File: config.mk
export PLATFORM = sky130hd
export DESIGN_NAME = alu_issue_stage
export DESIGN_NICKNAME = d
export VERILOG_FILES = /design/src/rtl/alu_issue_stage_pkg.sv /design/src/rtl/alu_issue_stage_skid.sv /design/src/rtl/alu_issue_stage.sv
export SDC_FILE = /design/constraint.sdc
export NUM_CORES = 1
export LEC_CHECK = 0
export ABC_AREA = 1
export BUFFER_PORTS_ARGS = -buffer_cell sky130_fd_sc_hd__clkbuf_2
export CAP_MARGIN = 5
export CORE_MARGIN = 8
export CORE_UTILIZATION = 30
export DETAILED_ROUTE_END_ITERATION = 8
export SYNTH_ARGS = -nofsm -noshare
export SYNTH_HDL_FRONTEND = slang
export SYNTH_HIERARCHICAL = 1
export SYNTH_SLANG_ARGS = --single-unit
export TNS_END_PERCENT = 100
File: constraint.sdc
create_clock -name clock -period 1.2 [get_ports clock]
set_input_delay 0.18 -clock clock [delete_from_list [all_inputs] [get_ports clock]]
set_output_delay 0.18 -clock clock [all_outputs]
set_load 0.005 [all_outputs]
File: src/rtl/alu_issue_stage_pkg.sv
// Shared constants for the ID->EX issue stage: ALU control codes, MIPS
// opcode/funct encodings and the widths of the fields carried per issued op.
package alu_issue_stage_pkg;

  localparam int CTRL_W   = 4;
  localparam int OPCODE_W = 6;
  localparam int FUNCT_W  = 6;
  localparam int IMM_W    = 16;

  localparam logic [CTRL_W-1:0] ALU_AND = 4'h0;
  localparam logic [CTRL_W-1:0] ALU_OR  = 4'h1;
  localparam logic [CTRL_W-1:0] ALU_ADD = 4'h2;
  localparam logic [CTRL_W-1:0] ALU_ADDU = 4'h3;
  localparam logic [CTRL_W-1:0] ALU_SUB = 4'h6;
  localparam logic [CTRL_W-1:0] ALU_SLT = 4'h7;
  localparam logic [CTRL_W-1:0] ALU_NOR = 4'hC;

  localparam logic [OPCODE_W-1:0] OP_RTYPE = 6'h00;
  localparam logic [OPCODE_W-1:0] OP_BEQ   = 6'h04;
  localparam logic [OPCODE_W-1:0] OP_ADDI  = 6'h08;
  localparam logic [OPCODE_W-1:0] OP_ADDIU = 6'h09;
  localparam logic [OPCODE_W-1:0] OP_SLTI  = 6'h0A;
  localparam logic [OPCODE_W-1:0] OP_ANDI  = 6'h0C;
  localparam logic [OPCODE_W-1:0] OP_ORI   = 6'h0D;
  localparam logic [OPCODE_W-1:0] OP_LW    = 6'h23;
  localparam logic [OPCODE_W-1:0] OP_SW    = 6'h2B;

  localparam logic [FUNCT_W-1:0] FN_ADD  = 6'h20;
  localparam logic [FUNCT_W-1:0] FN_ADDU = 6'h21;
  localparam logic [FUNCT_W-1:0] FN_SUB  = 6'h22;
  localparam logic [FUNCT_W-1:0] FN_SUBU = 6'h23;
  localparam logic [FUNCT_W-1:0] FN_AND  = 6'h24;
  localparam logic [FUNCT_W-1:0] FN_OR   = 6'h25;
  localparam logic [FUNCT_W-1:0] FN_NOR  = 6'h27;
  localparam logic [FUNCT_W-1:0] FN_SLT  = 6'h2A;

endpackage

File: src/rtl/alu_issue_stage_skid.sv
// Generic main+skid register pair. in_ready is registered (= !skid valid);
// the skid entry only fills when an op arrives while main is held and stalled.
module pipe_skid_buffer #(
  parameter int WIDTH = 8
) (
  input  logic             clock,
  input  logic             reset_n,
  input  logic             flush,
  input  logic             in_valid,
  output logic             in_ready,
  input  logic [WIDTH-1:0] in_data,
  output logic             out_valid,
  input  logic             out_ready,
  output logic [WIDTH-1:0] out_data
);

  logic             r_main_v, r_skid_v;
  logic [WIDTH-1:0] r_main_d, r_skid_d;
  logic             w_acc, w_main_free;

  assign in_ready    = !r_skid_v;
  assign out_valid   = r_main_v;
  assign out_data    = r_main_d;
  assign w_acc       = in_valid && !r_skid_v;
  assign w_main_free = !r_main_v || out_ready;

  always_ff @(posedge clock or negedge reset_n) begin
    if (!reset_n) begin
      r_main_v <= 1'b0;
      r_skid_v <= 1'b0;
      r_main_d <= '0;
      r_skid_d <= '0;
    end else if (flush) begin
      // flush wins over a same-cycle accept: the incoming op is dropped
      r_main_v <= 1'b0;
      r_skid_v <= 1'b0;
    end else if (w_main_free) begin
      if (r_skid_v) begin
        r_main_v <= 1'b1;
        r_main_d <= r_skid_d;
        r_skid_v <= 1'b0;
      end else begin
        r_main_v <= w_acc;
        if (w_acc) r_main_d <= in_data;
      end
    end else if (w_acc) begin
      r_skid_v <= 1'b1;
      r_skid_d <= in_data;
    end
  end

endmodule

File: src/rtl/alu_issue_stage.sv
// ID->EX issue stage: decodes opcode/funct to an ALU control code, selects
// operand B and buffers the op behind a full-throughput skid handshake.
module alu_issue_stage
  import alu_issue_stage_pkg::*;
#(
  parameter int                DATA_WIDTH     = 32,
  parameter int                REG_ADDR_WIDTH = 5,
  parameter logic [CTRL_W-1:0] CTRL_INVALID   = 4'hF
) (
  input  logic                      clock,
  input  logic                      reset_n,
  input  logic                      flush,
  input  logic                      in_valid,
  output logic                      in_ready,
  input  logic [OPCODE_W-1:0]       in_opcode,
  input  logic [FUNCT_W-1:0]        in_funct,
  input  logic [DATA_WIDTH-1:0]     in_rs_data,
  input  logic [DATA_WIDTH-1:0]     in_rt_data,
  input  logic [IMM_W-1:0]          in_imm16,
  input  logic [REG_ADDR_WIDTH-1:0] in_rt_idx,
  input  logic [REG_ADDR_WIDTH-1:0] in_rd_idx,
  output logic                      out_valid,
  input  logic                      out_ready,
  output logic [DATA_WIDTH-1:0]     out_input_a,
  output logic [DATA_WIDTH-1:0]     out_input_b,
  output logic [CTRL_W-1:0]         out_control,
  output logic [REG_ADDR_WIDTH-1:0] out_dest_idx,
  output logic                      out_reg_write,
  output logic                      out_illegal
);

  localparam int EW = 2*DATA_WIDTH + CTRL_W + REG_ADDR_WIDTH + 2;

  logic [DATA_WIDTH-1:0]     w_ext, w_zext, w_b;
  logic [CTRL_W-1:0]         w_ctrl;
  logic [REG_ADDR_WIDTH-1:0] w_dest;
  logic                      w_wr, w_ill;
  logic [EW-1:0]             w_in_d, w_out_d;

  assign w_ext  = {{(DATA_WIDTH-IMM_W){in_imm16[IMM_W-1]}}, in_imm16};
  assign w_zext = {{(DATA_WIDTH-IMM_W){1'b0}}, in_imm16};

  always_comb begin
    w_ctrl = CTRL_INVALID;
    w_ill  = 1'b1;
    w_wr   = 1'b0;
    w_b    = in_rt_data;
    w_dest = '0;
    unique case (in_opcode)
      OP_RTYPE: begin
        w_ill  = 1'b0;
        w_wr   = 1'b1;
        w_dest = in_rd_idx;
        unique case (in_funct)
          FN_AND:          w_ctrl = ALU_AND;
          FN_OR:           w_ctrl = ALU_OR;
          FN_ADD:          w_ctrl = ALU_ADD;
          FN_ADDU:         w_ctrl = ALU_ADDU;
          FN_SUB, FN_SUBU: w_ctrl = ALU_SUB;
          FN_SLT:          w_ctrl = ALU_SLT;
          FN_NOR:          w_ctrl = ALU_NOR;
          default: begin
            w_ill  = 1'b1;
            w_wr   = 1'b0;
            w_dest = '0;
          end
        endcase
      end
      OP_ADDI, OP_ADDIU, OP_SLTI, OP_LW: begin
        w_ill  = 1'b0;
        w_wr   = 1'b1;
        w_b    = w_ext;
        w_dest = in_rt_idx;
        w_ctrl = (in_opcode == OP_ADDI) ? ALU_ADD :
                 (in_opcode == OP_SLTI) ? ALU_SLT : ALU_ADDU;
      end
      OP_ANDI, OP_ORI: begin
        w_ill  = 1'b0;
        w_wr   = 1'b1;
        w_b    = w_zext;
        w_dest = in_rt_idx;
        w_ctrl = (in_opcode == OP_ANDI) ? ALU_AND : ALU_OR;
      end
      OP_SW: begin
        w_ill  = 1'b0;
        w_b    = w_ext;
        w_dest = in_rt_idx;
        w_ctrl = ALU_ADDU;
      end
      OP_BEQ: begin
        w_ill  = 1'b0;
        w_ctrl = ALU_SUB;
      end
      default: ;
    endcase
  end

  assign w_in_d = {in_rs_data, w_b, w_ctrl, w_dest, w_wr, w_ill};

  pipe_skid_buffer #(.WIDTH(EW)) u_buf (
    .clock     (clock),
    .reset_n   (reset_n),
    .flush     (flush),
    .in_valid  (in_valid),
    .in_ready  (in_ready),
    .in_data   (w_in_d),
    .out_valid (out_valid),
    .out_ready (out_ready),
    .out_data  (w_out_d)
  );

  assign {out_input_a, out_input_b, out_control, out_dest_idx, out_reg_write, out_illegal} = w_out_d;

endmodule

# Word level (Yosys, flattened, before mapping)

Cells that the tools add are included.

Register bits: 152
Output and inout port bits: 77
Logic and storage cells: 60

Equality and inequality tests: 16
Multiplexer cells: 20
Bitwise operators: 2
Reductions and logical operators: 18

Operators with widths:

| operator                                             | number |
|---|---|
| two-way mux 75 bit                                   | 2 |
| case mux 32 bit (2 select lines)                     | 1 |
| equality test 6 bit (second input constant)          | 10 |
| equality test 6 x 4 -> 1 bit (second input constant) | 5 |
| case mux 4 bit (7 select lines)                      | 1 |
| case mux 4 bit (5 select lines)                      | 1 |
| OR reduction 8 bit                                   | 2 |
| case mux 5 bit (2 select lines)                      | 1 |
| two-way mux 1 bit                                    | 9 |
| OR reduction 7 bit                                   | 1 |
| equality test 6 x 3 -> 1 bit (second input constant) | 1 |
| zero test 6 bit                                      | 1 |
| two-way mux 3 bit                                    | 2 |
| AND reduction 3 bit                                  | 2 |
| OR reduction 6 bit                                   | 1 |
| two-way mux 5 bit                                    | 1 |
| OR reduction 5 bit                                   | 1 |
| case mux 1 bit (2 select lines)                      | 2 |
| nonzero test 2 bit                                   | 2 |
| OR reduction 2 bit                                   | 2 |
| OR reduction 4 bit                                   | 1 |
| nonzero test 3 bit                                   | 1 |
| zero test 1 bit                                      | 2 |
| inverter 1 bit                                       | 2 |
| 2 further kinds                                      | 2 |

# Logic depth before layout (Yosys ltp)

Depth in word-level cells: 6
Mapped depth: 14
Depth with buffers taken out: 13

# Cells and area by module

Netlist, hierarchy kept.

By module, submodules not included:

| module           | instances | cells an instance | area each (µm²) |
|---|---|---|---|
| pipe_skid_buffer | 1         | 908               | 6950.4 |
| alu_issue_stage  | 1         | 175               | 820.8 |

# Least setup slack after synthesis

Ideal clock, no wire load.

Path kind: input to register
Start point: in in_funct[5]
End point: reg u_buf.r_main_d[7] (netlist: u_buf/out_data[7])
Data arrival time: 1.203 ns
Slack: -0.121 ns
Stages on the path: 11
Buffers on the path: 0
Cells stage by stage: inv_1 -> nor2_1 -> nand3_1 -> nand4_2 -> nand2_1 -> nand2_1 -> nand2_1 -> nand2_1 -> nand2_1 -> nand3_1 -> nand2_1

Cells in the longest elaborated chain, start to end: 6

RTL lines:

| what                                | line                       | text |
|---|---|---|
| start, declared                     | alu_issue_stage.sv:16      | `input logic [FUNCT_W-1:0] in_funct,` |
| equality test 6 bit                 | alu_issue_stage.sv:54      | `unique case (in_funct)` |
| OR reduction 2 bit                  | alu_issue_stage.sv:54      |  |
| case mux 4 bit (7 select lines) (*) | alu_issue_stage.sv:54      |  |
| case mux 4 bit (5 select lines) (*) | alu_issue_stage.sv:49      | `unique case (in_opcode)` |
| net w_ctrl[0]                       | alu_issue_stage.sv:35      | `logic [CTRL_W-1:0] w_ctrl;` |
| two-way mux 75 bit (*)              | alu_issue_stage_skid.sv:44 | `if (w_acc) r_main_d <= in_data;` |
| two-way mux 75 bit (*)              | alu_issue_stage_skid.sv:38 | `if (r_skid_v) begin` |
| end signal, assigned                | alu_issue_stage_skid.sv:40 | `r_main_d <= r_skid_d;` |
| end signal, assigned                | alu_issue_stage_skid.sv:44 |  |
| end, declared                       | alu_issue_stage_skid.sv:18 | `logic [WIDTH-1:0] r_main_d, r_skid_d;` |

The timed path passes the listed nets; every way through them passes the cells marked *. The select of a mux whose other input is x is not followed.
A chain may end at the register's enable or synchronous reset.

# Worst setup path in the final report

Start point: reg u_buf.r_skid_v
End point: reg u_buf.r_skid_d[53]

Cells in the longest elaborated chain, start to end: 3

RTL lines:

| what                          | line                       | text |
|---|---|---|
| start, declared               | alu_issue_stage_skid.sv:17 | `logic r_main_v, r_skid_v;` |
| start signal, assigned        | alu_issue_stage_skid.sv:30 | `r_skid_v <= 1'b0;` |
| start signal, assigned        | alu_issue_stage_skid.sv:36 | `r_skid_v <= 1'b0;` |
| start signal, assigned        | alu_issue_stage_skid.sv:41 | `r_skid_v <= 1'b0;` |
| zero test 1 bit               | alu_issue_stage_skid.sv:24 | `assign w_acc = in_valid && !r_skid_v;` |
| logical AND 1 bit             | alu_issue_stage_skid.sv:24 |  |
| AND reduction 3 bit (no line) | -                          |  |
| end signal, assigned          | alu_issue_stage_skid.sv:48 | `r_skid_d <= in_data;` |
| end, declared                 | alu_issue_stage_skid.sv:18 |  |

No other way between the ends.

==> metrics.yaml <==
timing:
  hold_ws_ps: 20.73
  report.final.slew_viol_count: 0
  finalCritPeriodShare: 1.152
  fin_crit_ps: 1382
  setup_ws_ps: -182.1
  setup_viol: 152
  relSlewSlack: 0.7169
  tightest_slew_ps: 424.6
  finalClockSkew_ps: 13.20
  hold_viol_final: 0
  maxClockFrequency_ghz: 0.7235
  rsz0062_at_grt: "yes"
  tns_ps: -20960
critical_path:
  critical_path_class: "register to register"
  critPathRequiredTime_ps: 1510
  reg2reg_depth: 6
  arrival_ps: 1690
  rr_startpoint: "u_buf/r_skid_v"
  crit_start: "u_buf/r_skid_v"
  setup.worst_path.start_class: "register"
  cpMostUsedCell: "nand2_1"
  crit_path_cell_trace: "buf_6, nor2_4, nand3_4, bufbuf_16, nand2_1, nand2_1"
  crit_path_max_fanout: 16
  cp_slowest_cell: "dfrtp_2"
  max_stage_delay_ps: 440
  worstSetupEndpointType: "register"
synth:
  synthMostInstantiatedCell: "nand2_1"
  syn_area_um2: 7771
  synth-seq-cells: 152
  synth.cells.most_frequent: "604 x nand2_1, 196 x nand3_1, 152 x dfrtp_1, 54 x buf_2, 15 x inv_1"
  synth-edff-count: 0
  seq_area_frac_synth: 0.4895
  synth_cells: 1083
  ys_types: 26
  async_flop_share: 1.000
  synth_ff_type: "dfrtp_1"
  synth.area.top_cells: "dfrtp_1 49%, nand2_1 29%, nand3_1 13%"
  ys_warn_count: 6
  syn_area_per_cell_um2: 7.176
  synth_nets: 1190
  synth_top_area_frac: 0.4895
  synth_top_area_cell: "dfrtp_1"
global_routing:
  grt_max_degree: 40
  grt.overflow.total: 0
  grt_pass1_vias: 8018
  grt_usage: 0.1678
  antenna_found_initial: 0
  grt_pass1_wl_um: 42500
finish:
  syn_to_final_growth_pct: 51.02
  antenna-diode-count: 0
  drive_gt1_frac: 0.3578
  final_area_um2: 11740
  postLayoutCoreUtil: 0.4555
  multi_input_area_um2: 4257
  nFillCells: 2542
  seqCellArea_um2: 3806
  nNetsFinal: 1427
cts:
  clock_path_buffers: 2
  cts-root-buf: "clkbuf_16"
  numCtsBuffers: 17
  clk_pin_slew_ps: 70
  h-tree-depth: 4
  clk_latency_ps: 430
  cts_tree: "built"
  cts_sinks: 152
placement:
  hpwlAfterDp_um: 17660
  io_buffers: 183
  globalplace.congestion: 0.8461
  place_area_um2: 9605
run_status:
  violations: "setup timing"
  outcome: "finished with violations"
worst_hold_path:
  hold_class: "primary input to register"
  holdPathStages: 3
  min-delay-start: "in_rs_data[4]"
flow_run:
  drv_cap: 0
floorplan:
  num_rows: 59
  io_pins: 184
  die_area_um2: 31310
  initial_core_util: 0.3016
  die_y_um: 176.9
  core_region_area_um2: 25760
  die_x_um: 176.9
route:
  drtAntennaViolNets: 0
  drc: 0
  drtIter0Drc: 675
  routedWlPerCell_um: 17.20
  num_vias: 8139
  viasPerCell: 4.879
  first_pass_iters: 5
  drt_wl_total_um: 28690
power:
  pwr_density_cell_nw_per_um2: 1318
  p_leak_nw: 6.372
  ir_drop_v: 0.0007171
  p_total_w: 0.01547
==> power breakdown <==
part           switching [W]  leakage [nW]  internal (W)
clock                0.00240         0.278       0.00297
sequential          0.000659          1.92       0.00608
combinational        0.00182          4.18       0.00155
total                0.00488          6.37        0.0106
==> through the flow <==
stage / instances / setup slack (ps)
5_1_grt: 1668 / -252.0
3_3_place_gp: 1582 / -402.1
3_5_place_dp: 1582 / -412.1
6_report: 1668 / -182.1
2_1_floorplan: 1083 / -44.98
4_1_cts: 1645 / -138.4
==> sequential cells by signal (all words and copies together), names as in the netlist <==
name,flops
u_buf/out_valid,1
u_buf/out_data,75
u_buf/r_skid_d,75
u_buf/r_skid_v,1
==> repair_timing <==
action                                  in CTS  in global routing
pin swaps                                    3                 57
resized for setup                           11                195
endpoints found under the hold margin       61                  0
setup buffers                                8                  5
endpoints found under the setup margin     151                153
hold buffers                                23                  0
gates cloned                                 2                 19
==> cells by family (layout without fill, tap and decap cells) <==
group                  count (synthesis)  count (layout)  synth area share
AND/OR/NAND/NOR                      832             832            0.4442
flip-flops                           152             152            0.4895
buffers and inverters                 95             345           0.06279
AO/OA/AOI/OAI                          4               4          0.003541
==> cell type report <==
class,count,share of cell area
clock inverter,14,0.01173
sequential,152,0.3243
multi-input combinational,836,0.3627
clock buffer,18,0.03742
tap,335,0.03571
inverter,21,0.008849
timing repair buffer,292,0.2193
==> layer usage <==
metal  track usage  routed length, um  up-vias
met5             0                  0        -
met4       0.04729                323        0
met3       0.02966               1566       19
met2        0.2859              14450      252
met1        0.2143              12350     3977
li1              -                  -     3891
==> worst max-delay path, delay by kind of cell (launching register included) <==
kind	cells	cell delay (ps)
flip-flops	1	440
buffers and inverters	2	470
AND/OR/NAND/NOR	4	360
==> placed cells by master, fill, tap and decap left out, types with 2 or more instances in the layout <==
| cell | count |
|---|---|
| nand2_4 | 35 |
| nand4_1 | 5 |
| nand2_2 | 74 |
| nand3_4 | 6 |
| nor2_4 | 7 |
| clkbuf_16 | 31 |
| buf_16 | 3 |
| buf_12 | 28 |
| inv_6 | 4 |
| dlygate4sd3_1 | 23 |
| nand2_1 | 496 |
| nand3_1 | 155 |
| nand2_8 | 3 |
| buf_8 | 5 |
| buf_4 | 27 |
| nand3_2 | 36 |
| buf_6 | 9 |
| inv_2 | 4 |
| clkinvlp_4 | 3 |
| clkinv_4 | 3 |
| bufbuf_16 | 2 |
| inv_1 | 11 |
| inv_8 | 2 |
| dfrtp_2 | 2 |
| inv_4 | 3 |
| dfrtp_1 | 150 |
| clkinv_2 | 2 |
| nor2_1 | 10 |
| clkbuf_2 | 180 |
==> final timing paths <==
path | slack (ps) | endpoint
min in group asynchronous | 250 | u_buf/r_skid_d[17]
worst min-delay path | 20 | u_buf/r_skid_d[47]
worst max register to register | -180 | u_buf/r_skid_d[53]
worst min register to register | 470 | u_buf/r_skid_d[18]
max in group asynchronous | 460 | u_buf/out_data[73]
worst max-delay path | -180 | u_buf/r_skid_d[53]
(Power assumes the default switching activity.)
